### src/rtl/perm_pkg.sv
// Shared geometry and FSM state encoding for the permuted-state unloader.
package perm_pkg;
    localparam int DIM   = 5;
    localparam int LANES = DIM * DIM;

    typedef enum logic [1:0] {
        S_IDLE  = 2'd0,
        S_RUN   = 2'd1,
        S_DRAIN = 2'd2
    } perm_state_e;

    // Lane index is DIM*y + x (x fastest).
    function automatic logic [2:0] lane_x(input int idx);
        return 3'(idx % DIM);
    endfunction

    function automatic logic [2:0] lane_y(input int idx);
        return 3'(idx / DIM);
    endfunction
endpackage

### src/rtl/perm_unload_if.sv
// Unloader bundle: start/busy/done control, registered state-memory read port, lane stream.
// master = unloader side, slave = environment (memory, controller, downstream sink).
interface perm_unload_if;
    logic        start;
    logic        busy;
    logic        done;
    logic [2:0]  mrx;
    logic [2:0]  mry;
    logic [63:0] mrd;
    logic        pushout;
    logic        stopout;
    logic        firstout;
    logic [63:0] dout;

    modport master (
        input  start, mrd, stopout,
        output busy, done, mrx, mry, pushout, firstout, dout
    );

    modport slave (
        output start, mrd, stopout,
        input  busy, done, mrx, mry, pushout, firstout, dout
    );
endinterface

### src/rtl/perm_unload_lane_fifo.sv
// Shift-register FIFO, head always in entry 0 so the output is a plain register; push visible next cycle.
// Backpressure: caller must not push into a full FIFO unless it pops in the same cycle.
module lane_fifo #(
    parameter  int DEPTH = 3,
    parameter  int WIDTH = 65,
    localparam int CNT_W = $clog2(DEPTH + 1)
) (
    input  logic             clk,
    input  logic             rst,
    input  logic             push_i,
    input  logic [WIDTH-1:0] dat_i,
    input  logic             pop_i,
    output logic             vld_o,
    output logic [WIDTH-1:0] dat_o,
    output logic [CNT_W-1:0] cnt_o
);
    logic [WIDTH-1:0] ent_q [DEPTH];
    logic [WIDTH-1:0] ent_d [DEPTH];
    logic [DEPTH-1:0] vld_q, vld_d;
    logic [CNT_W-1:0] cnt_q, cnt_d;
    logic [CNT_W-1:0] wr_idx;
    logic             pop;

    assign pop = pop_i && vld_q[0];

    always_comb begin
        ent_d  = ent_q;
        vld_d  = vld_q;
        cnt_d  = cnt_q;
        wr_idx = cnt_q;
        // Empty slots are kept at zero so the head never shows stale data or tags.
        if (pop) begin
            for (int i = 0; i < DEPTH - 1; i++) begin
                ent_d[i] = vld_q[i+1] ? ent_q[i+1] : '0;
                vld_d[i] = vld_q[i+1];
            end
            ent_d[DEPTH-1] = '0;
            vld_d[DEPTH-1] = 1'b0;
            cnt_d          = cnt_q - 1'b1;
            wr_idx         = cnt_q - 1'b1;
        end
        if (push_i && (pop || !vld_q[DEPTH-1])) begin
            ent_d[wr_idx] = dat_i;
            vld_d[wr_idx] = 1'b1;
            cnt_d         = cnt_d + 1'b1;
        end
    end

    always_ff @(posedge clk or posedge rst) begin
        if (rst) begin
            for (int i = 0; i < DEPTH; i++) begin
                ent_q[i] <= '0;
            end
            vld_q <= '0;
            cnt_q <= '0;
        end else begin
            ent_q <= ent_d;
            vld_q <= vld_d;
            cnt_q <= cnt_d;
        end
    end

    assign vld_o = vld_q[0];
    assign dat_o = ent_q[0];
    assign cnt_o = cnt_q;
endmodule

### src/rtl/perm_unload.sv
// Streams the 25 lanes of a permuted state from state memory in x-fastest order; start -> lane 0 in 3 cycles.
// Reads are credit-limited by FIFO occupancy + in-flight read, so stopout stalls the stream without overflow.
module perm_unload #(
    parameter int LANES      = perm_pkg::LANES,
    parameter int FIFO_DEPTH = 3
) (
    input logic           clk,
    input logic           rst,
    perm_unload_if.master bus
);
    import perm_pkg::*;

    localparam int         CNT_W     = $clog2(FIFO_DEPTH + 1);
    localparam logic [4:0] LAST_LANE = 5'(LANES - 1);
    localparam logic [4:0] ALL_LANES = 5'(LANES);

    perm_state_e      state_q, state_d;
    logic [4:0]       rd_cnt_q, rd_cnt_d;
    logic [4:0]       xf_cnt_q, xf_cnt_d;
    logic [2:0]       x_q, x_d;
    logic [2:0]       y_q, y_d;
    logic             rd_vld_q, rd_first_q;
    logic             done_q, done_d;
    logic             busy_q, busy_d;
    logic             issue;
    logic             xfer;
    logic             fifo_vld;
    logic [64:0]      fifo_dat;
    logic [CNT_W-1:0] fifo_cnt;

    // Credit ignores a same-cycle pop so stopout has no path into the address counters.
    assign issue = (state_q == S_RUN) && (rd_cnt_q != ALL_LANES)
                && ((int'(fifo_cnt) + int'(rd_vld_q)) < FIFO_DEPTH);
    assign xfer  = fifo_vld && !bus.stopout;

    always_comb begin
        state_d  = state_q;
        rd_cnt_d = rd_cnt_q;
        xf_cnt_d = xf_cnt_q;
        x_d      = x_q;
        y_d      = y_q;
        done_d   = 1'b0;

        case (state_q)
            S_IDLE: begin
                if (bus.start && !done_q) begin
                    state_d  = S_RUN;
                    rd_cnt_d = '0;
                    xf_cnt_d = '0;
                    x_d      = '0;
                    y_d      = '0;
                end
            end
            S_RUN: begin
                if (issue) begin
                    rd_cnt_d = rd_cnt_q + 1'b1;
                    if (x_q == 3'd4) begin
                        x_d = '0;
                        y_d = (y_q == 3'd4) ? 3'd0 : y_q + 1'b1;
                    end else begin
                        x_d = x_q + 1'b1;
                    end
                    if (rd_cnt_q == LAST_LANE) begin
                        state_d = S_DRAIN;
                    end
                end
            end
            default: ;
        endcase

        if (xfer && (state_q != S_IDLE)) begin
            if (xf_cnt_q != ALL_LANES) begin
                xf_cnt_d = xf_cnt_q + 1'b1;
            end
            if (xf_cnt_q == LAST_LANE) begin
                state_d = S_IDLE;
                done_d  = 1'b1;
            end
        end
    end

    assign busy_d = (state_d != S_IDLE) || done_d;

    always_ff @(posedge clk or posedge rst) begin
        if (rst) begin
            state_q    <= S_IDLE;
            rd_cnt_q   <= '0;
            xf_cnt_q   <= '0;
            x_q        <= '0;
            y_q        <= '0;
            rd_vld_q   <= 1'b0;
            rd_first_q <= 1'b0;
            done_q     <= 1'b0;
            busy_q     <= 1'b0;
        end else begin
            state_q    <= state_d;
            rd_cnt_q   <= rd_cnt_d;
            xf_cnt_q   <= xf_cnt_d;
            x_q        <= x_d;
            y_q        <= y_d;
            rd_vld_q   <= issue;
            rd_first_q <= issue && (rd_cnt_q == '0);
            done_q     <= done_d;
            busy_q     <= busy_d;
        end
    end

    lane_fifo #(
        .DEPTH (FIFO_DEPTH),
        .WIDTH (65)
    ) u_fifo (
        .clk    (clk),
        .rst    (rst),
        .push_i (rd_vld_q),
        .dat_i  ({rd_first_q, bus.mrd}),
        .pop_i  (xfer),
        .vld_o  (fifo_vld),
        .dat_o  (fifo_dat),
        .cnt_o  (fifo_cnt)
    );

    assign bus.busy     = busy_q;
    assign bus.done     = done_q;
    assign bus.mrx      = x_q;
    assign bus.mry      = y_q;
    assign bus.pushout  = fifo_vld;
    assign bus.firstout = fifo_dat[64];
    assign bus.dout     = fifo_dat[63:0];
endmodule

### src/flat_wrapper.sv
// flat-port wrapper written by rule: the top's interface ports become plain ports
module perm_unload_flat import perm_pkg::*;
#(
    parameter int LANES      = perm_pkg::LANES,
    parameter int FIFO_DEPTH = 3
)
  (clk, rst, bus_start, bus_mrd, bus_stopout, bus_busy, bus_done, bus_mrx, bus_mry, bus_pushout, bus_firstout, bus_dout);
  perm_unload_if bus_i ();
  input logic clk;
  input logic rst;
  input wire logic [$bits(bus_i.start)-1:0] bus_start;
  input wire logic [$bits(bus_i.mrd)-1:0] bus_mrd;
  input wire logic [$bits(bus_i.stopout)-1:0] bus_stopout;
  output wire logic [$bits(bus_i.busy)-1:0] bus_busy;
  output wire logic [$bits(bus_i.done)-1:0] bus_done;
  output wire logic [$bits(bus_i.mrx)-1:0] bus_mrx;
  output wire logic [$bits(bus_i.mry)-1:0] bus_mry;
  output wire logic [$bits(bus_i.pushout)-1:0] bus_pushout;
  output wire logic [$bits(bus_i.firstout)-1:0] bus_firstout;
  output wire logic [$bits(bus_i.dout)-1:0] bus_dout;
  assign bus_i.start = bus_start;
  assign bus_i.mrd = bus_mrd;
  assign bus_i.stopout = bus_stopout;
  assign bus_busy = bus_i.busy;
  assign bus_done = bus_i.done;
  assign bus_mrx = bus_i.mrx;
  assign bus_mry = bus_i.mry;
  assign bus_pushout = bus_i.pushout;
  assign bus_firstout = bus_i.firstout;
  assign bus_dout = bus_i.dout;
  perm_unload #(.LANES(LANES), .FIFO_DEPTH(FIFO_DEPTH)) u_core (.clk(clk), .rst(rst), .bus(bus_i));
endmodule
### config.mk
export PLATFORM = sky130hd
export DESIGN_NAME = perm_unload_flat
export DESIGN_NICKNAME = d
export VERILOG_FILES = /design/src/rtl/perm_pkg.sv /design/src/rtl/perm_unload_if.sv /design/src/rtl/perm_unload_lane_fifo.sv /design/src/rtl/perm_unload.sv /design/src/flat_wrapper.sv
export SDC_FILE = /design/constraint.sdc
export NUM_CORES = 1
export LEC_CHECK = 0
export BUFFER_PORTS_ARGS = -buffer_cell sky130_fd_sc_hd__buf_2
export CAP_MARGIN = 40
export CELL_PAD_IN_SITES_DETAIL_PLACEMENT = 0
export CELL_PAD_IN_SITES_GLOBAL_PLACEMENT = 1
export CORE_ASPECT_RATIO = 1.75
export CORE_MARGIN = 10
export CORE_UTILIZATION = 39
export DETAILED_ROUTE_END_ITERATION = 7
export GPL_TIMING_DRIVEN = 0
export PLACE_DENSITY_LB_ADDON = 0.05
export SYNTH_ARGS = -nofsm -noshare
export SYNTH_HDL_FRONTEND = slang
export SYNTH_SLANG_ARGS = --single-unit
### constraint.sdc
create_clock -name clk -period 7.2 [get_ports clk]
set_input_delay 0 -clock clk [delete_from_list [all_inputs] [get_ports clk]]
set_output_delay 0 -clock clk [all_outputs]
set_load 0.05 [all_outputs]
# After elaboration in Yosys (flattened, before gate mapping)
# Cells that the tools add are included.
totals:
  reg_bits: 222
  latch_bits: 0
  ram_bits: 0
  rom_bits: 0
  input_bits: 68
  wordCells: 96
  n_memories: 0
classes:
  n_addsub: 7
  mul: 0
  n_div: 0
  n_lt_le_gt_ge: 5
  n_eq_ne: 10
  n_shift: 0
  muxes: 36
  n_bitwise: 2
  n_reduce_logical: 22
ops:
  columns: ["operator", "count"]
  rows:
  - ["$mux 195", 2]
  - ["$bwmux 195", 1]
  - ["$mux 65", 3]
  - ["$demux 65 s2", 1]
  - ["$lt 32x3->1 const B", 1]
  - ["$mux 5", 6]
  - ["$mux 3", 8]
  - ["$mux 2", 7]
  - ["$pmux 3 s2", 2]
  - ["$add 5x1->5 const B", 2]
  - ["$eq 5x5->1 const B", 2]
  - ["$logic_and 1x1->1", 10]
  - ["$ne 5x5->1 const B", 2]
  - ["$pmux 5 s2", 1]
  - ["$add 3x1->3 const B", 2]
  - ["$eq 3x3->1 const B", 2]
  - ["$reduce_bool 2->1", 3]
  - ["$logic_not 5->1", 1]
  - ["$ne 2x1->1 const B", 2]
  - ["$pmux 2 s2", 1]
  - ["$reduce_and 4->1", 1]
  - ["$add 2x1->3", 1]
  - ["$ge 3x3->1 const B", 1]
  - ["$logic_not 1->1", 3]
  - ["other kinds (14)", 17]

# Depth between registers and ports, before layout
depth:
  depth_word: 11
  mapped_depth: 11

# By module
# A second synthesis with hierarchy kept.
unflattened:
  hier_cells: 1217
  area_unflattened_um2: 12061.6
modules_own_cells:
  columns: ["module", "instances", "cells_each", "area_per_inst_um2"]
  rows:
  - ["lane_fifo", 1, 1099, 10826.6]
  - ["perm_unload", 1, 118, 1234.9]

# Least setup slack after synthesis
# OpenSTA, ideal clock, no wires.
synth_path:
  kind: "register to register"
  start: "register u_core.u_fifo.vld_q[0]"
  end: "register u_core.u_fifo.vld_q[2]"
  setup_time_ns: 0.118
  arrival_time_ns: 2.176
  required_time_ns: 7.082
  path_slack_ns: 4.906
  path_stages_with_launch: 11
  n_path_buf: 4
  period_less_slack_ns: 2.294
  path_cell_list: "dfrtp_1 nand2b_1 buf_2 clkbuf_1 xnor2_1 inv_1 ha_1 o211a_1 buf_4 buf_2 a21o_1"
synth_between:
  elab_chain_cells: 9
  elab_cells_between_ends: 13
  classes_between: "order compare: 2; mux: 5; bitwise: 1; reduce/logical: 5"
synth_rtl:
  columns: ["item", "line_no", "text"]
  rows:
  - ["start, declared", "perm_unload_lane_fifo.sv:19", "logic [DEPTH-1:0] vld_q, vld_d;"]
  - ["start signal, assigned", "perm_unload_lane_fifo.sv:58", "vld_q <= vld_d;"]
  - ["$logic_and 1x1->1", "perm_unload.sv:34", "assign xfer = fifo_vld && !bus.stopout;"]
  - ["$logic_and 1x1->1 *", "perm_unload_lane_fifo.sv:24", "assign pop = pop_i && vld_q[0];"]
  - ["$mux 2", "perm_unload_lane_fifo.sv:32", "if (pop) begin"]
  - ["$lt 2x3->1 (implied by the code) or $ge 2x1->1 (tied branches)", "perm_unload_lane_fifo.sv:44", "vld_d[wr_idx] = 1'b1;"]
  - ["$logic_and 1x1->1 (implied by the code)", "perm_unload_lane_fifo.sv:44", null]
  - ["$mux 1 (implied by the code)", "perm_unload_lane_fifo.sv:44", null]
  - ["$demux 1 s2", "perm_unload_lane_fifo.sv:44", null]
  - ["$or 3x3->3 (no source line)", null, null]
  - ["$mux 3 *", "perm_unload_lane_fifo.sv:42", "if (push_i && (pop || !vld_q[DEPTH-1])) begin"]
  - ["via u_core.u_fifo.vld_d[2]", "perm_unload_lane_fifo.sv:19", null]
# Mark *: on every way through the listed nets, which the timed path passes. The rest lies on a longest branch.
# A chain may end at the register's enable or synchronous reset.

==> flow_summary.ini <==
[placed_design]
gp_congestion = 0.8041
dp_hpwl_mm = 22.46
dp_cells = 1730
port_buffers = 141

[routing]
totalWireLength_mm = 32.44
avgRoutedWirePerCell_um = 17.68
drcViolationCount = 0
first_pass_iters = 5
avgViaCountPerCell = 5.016
drtIter0Drc = 523
antenna_left = 0
vias = 9204

[timing]
worst_slew_pin_slew_ns = 0.8293
skew_ns = 0.008030
hold_violations = 0
setup_tns_ns = 0
fin_crit_sh_pct = 36.87
setup_viol = 0
maxSlewViolCount = 0
max_freq_mhz = 376.7
timing.slew.headroom_pct = 44.28
rsz0062_at_grt = false
finalCriticalPeriod_ns = 2.655

[layout]
n_fill_cell = 2651
drive_above_1_share_pct = 19.99
instances_no_fill = 1835
area_growth_syn_to_layout_pct = 23.94
final_nets = 1541
num_antenna_cells = 0

[setup_path]
cpLargestDelayFamily = buffers and inverters
required_ns = 7.59
cpMostUsedCell = buf_2
r2r-start = u_core.u_fifo.vld_q[0]
crit_type = reg2reg
crit_start = u_core.u_fifo.vld_q[0]
crit_arrival_ns = 3.05
setup.worst_path.end_class = register
slowest_stage = clkbuf_1
cp_num_cells = 10
crit_chain = nand2b_1 -> buf_2 -> clkbuf_1 -> xnor2_1 -> inv_1 -> ha_1 -> o211ai_2 -> buf_4 -> buf_2 -> a31oi_1
cp_slowest_stage_delay_ns = 0.45
path_max_fanout = 10
ff2ff_path_depth = 10
critPathBufInv = 5
worst_setup_path_start_kind = register

[clock_network]
cts_made_buffers = 23
cts_resized = 0
insertion_delay_ns = 0.52
htree_levels = 1
clk_path_buf_depth = 3
cts_root_buf = clkbuf_16
clkTransAtPathRegs_ns = 0.06
cts.sinks = 222
cts_tree = yes
hold_buffers = 67
postCtsSetupRepairBufs = 0

[logic_synthesis]
synth_compound_area_share_pct = 12.93
ys_ff_latch = 222
synth-simple-area-share_pct = 23.01
synth_top_cells_by_count = nand2_1, dfrtp_1, nor2_1, nand3_1, a31oi_1
synth_adder_area_share_pct = 1.765
synth_edf_count = 0
synth_cells = 1224
synthMuxAreaShare_pct = 0.3765
synth_top_area_share_pct = 52.24
yosysMostFrequentCell = nand2_1
synth_fp_nets = 1307
synth_top_family_by_area = simple AND/OR/NAND/NOR gates
yosys-top-cells-area = dfrtp_1, nand2_1, a31oi_1
synth_warnings = 0
synth_cell_types = 45
ys_seq_area_share_pct = 52.24
ys.flop_type = dfrtp_1
synth_top_cell_by_area = dfrtp_1
async_reset_ff_share_pct = 100.0
avgSynthCellArea_um2 = 8.688
synth.cell_area_um2 = 10630
synth_xor_area_share_pct = 0.3295

[run_status]
outcome = finished clean

[power]
power.density_nw_per_um2 = 494.8
vdd_drop_max_mv = 0.2580
total_leakage_power_nw = 6.165
fin_total_pwr_mw = 6.521

[hold_path]
hp-class = in2async

[floorplanning]
ios = 142
die_h_um = 238.4
coreArea_um2 = 26790
die_w_um = 144.8
start_util_pct = 39.70
die_area_um2 = 34530
num_rows = 79

[global_routing]
grt_overflow = 0
grt_pass1_vias = 9769
grt_usage_pct = 18.87
grt_pass1_wl_mm = 52.73
antenna_found_initial = 0
grt_max_degree = 115

[run]
max-cap-violations = 0
-- final cells by class --
cell class	instances	area, µm²	share of cell area (%)
tap	364	455.4	3.455
inverter	12	52.55	0.3987
timing repair buffer	209	1404	10.65
clock inverter	3	18.77	0.1424
buffer	160	948.4	7.196
clock buffer	35	660.6	5.012
sequential	222	5555	42.15
multi-input combinational	830	4085	30.99
-- layout by cell type (no fill, tap or decap), drive strengths merged, types with 2 or more instances in the layout --
cell type,synthesis,final
nor3,6,6
ha,15,15
a31oi,131,131
mux2i,4,4
dlygate4sd3,0,67
inv,12,12
nand2,276,276
or3,2,2
clkinv,0,3
clkbuf,42,77
a22o,3,3
dfrtp,222,222
nor2b,6,6
o21ai,76,76
a21oi,7,7
xnor2,3,3
nand3,134,134
o211ai,3,3
a21o,2,2
buf,118,260
nand4b,3,3
nand2b,3,3
nor2,139,139
and4b,2,2
-- tightest hold or removal path: stages --
cell	delay, ns
dlygate4sd3_1	0.53
buf_2	0.15
inv_8	0.50
-- metrics by stage --
step                hold WS [ns]  setup slack [ns]  cell area [µm²]  util (%)
global placement          0.2432            -2.111            11800     44.03
CTS                       0.2156             4.478            13180     49.20
finish                    0.1598             4.545            13180     49.20
global route              0.2309             4.225            13180     49.20
floorplan                 0.1168             1.122            10630         -
detailed placement        0.2335             4.502            11830     44.16
-- report_power, final --
part	switching [mW]	internal [mW]	total [mW]	leakage, nW
sequential	0.327	1.81	2.14	2.79
combinational	2.17	1.08	3.25	3.04
clock	0.504	0.629	1.13	0.334
total	3.00	3.52	6.52	6.16
-- kinds of logic (layout without fill, tap and decap cells) --
group                      after synthesis  after routing
AOI/OAI and AO/OA                      229            229
xor gates and xnor gates                 4              4
DFF                                    222            222
adders and majority gates               15             15
and+or+nand+nor                        578            578
buffers and inverters                  172            419
muxes                                    4              4
-- path summary, 6_finish.rpt --
kind                                      endpoint  slack [ns]
setup / recovery           u_core.u_fifo.dat_o[58]        4.55
hold / removal             u_core.u_fifo.dat_o[17]        0.16
setup reg to reg           u_core.u_fifo.dat_o[58]        4.55
hold reg to reg                 u_core.xf_cnt_q[4]        0.47
max in group asynchronous  u_core.u_fifo.ent_q[35]        5.82
min in group clk           u_core.u_fifo.ent_q[58]        0.25
-- state kept, by name, summed over array words and instances, names as in the netlist --
| register | count |
|---|---|
| u_core.u_fifo.ent_q | 130 |
| u_core.u_fifo.dat_o | 65 |
| u_core.rd_cnt_q | 5 |
| u_core.xf_cnt_q | 5 |
| u_core.bus.mrx | 3 |
| u_core.bus.mry | 3 |
| u_core.u_fifo.vld_q | 3 |
| u_core.state_q | 2 |
| u_core.u_fifo.cnt_o | 2 |
| u_core.bus.busy | 1 |
| u_core.bus.done | 1 |
| u_core.rd_first_q | 1 |
| u_core.rd_vld_q | 1 |
-- routing by layer --
metal / track usage [%] / routed length (µm) / vias to the layer above
met5: 0 / 0 / -
met4: 4.674 / 536 / 0
met3: 2.347 / 1362 / 33
met2: 34.25 / 17170 / 196
met1: 22.81 / 13370 / 4414
li1: - / - / 4561
(Power assumes the default switching activity.)
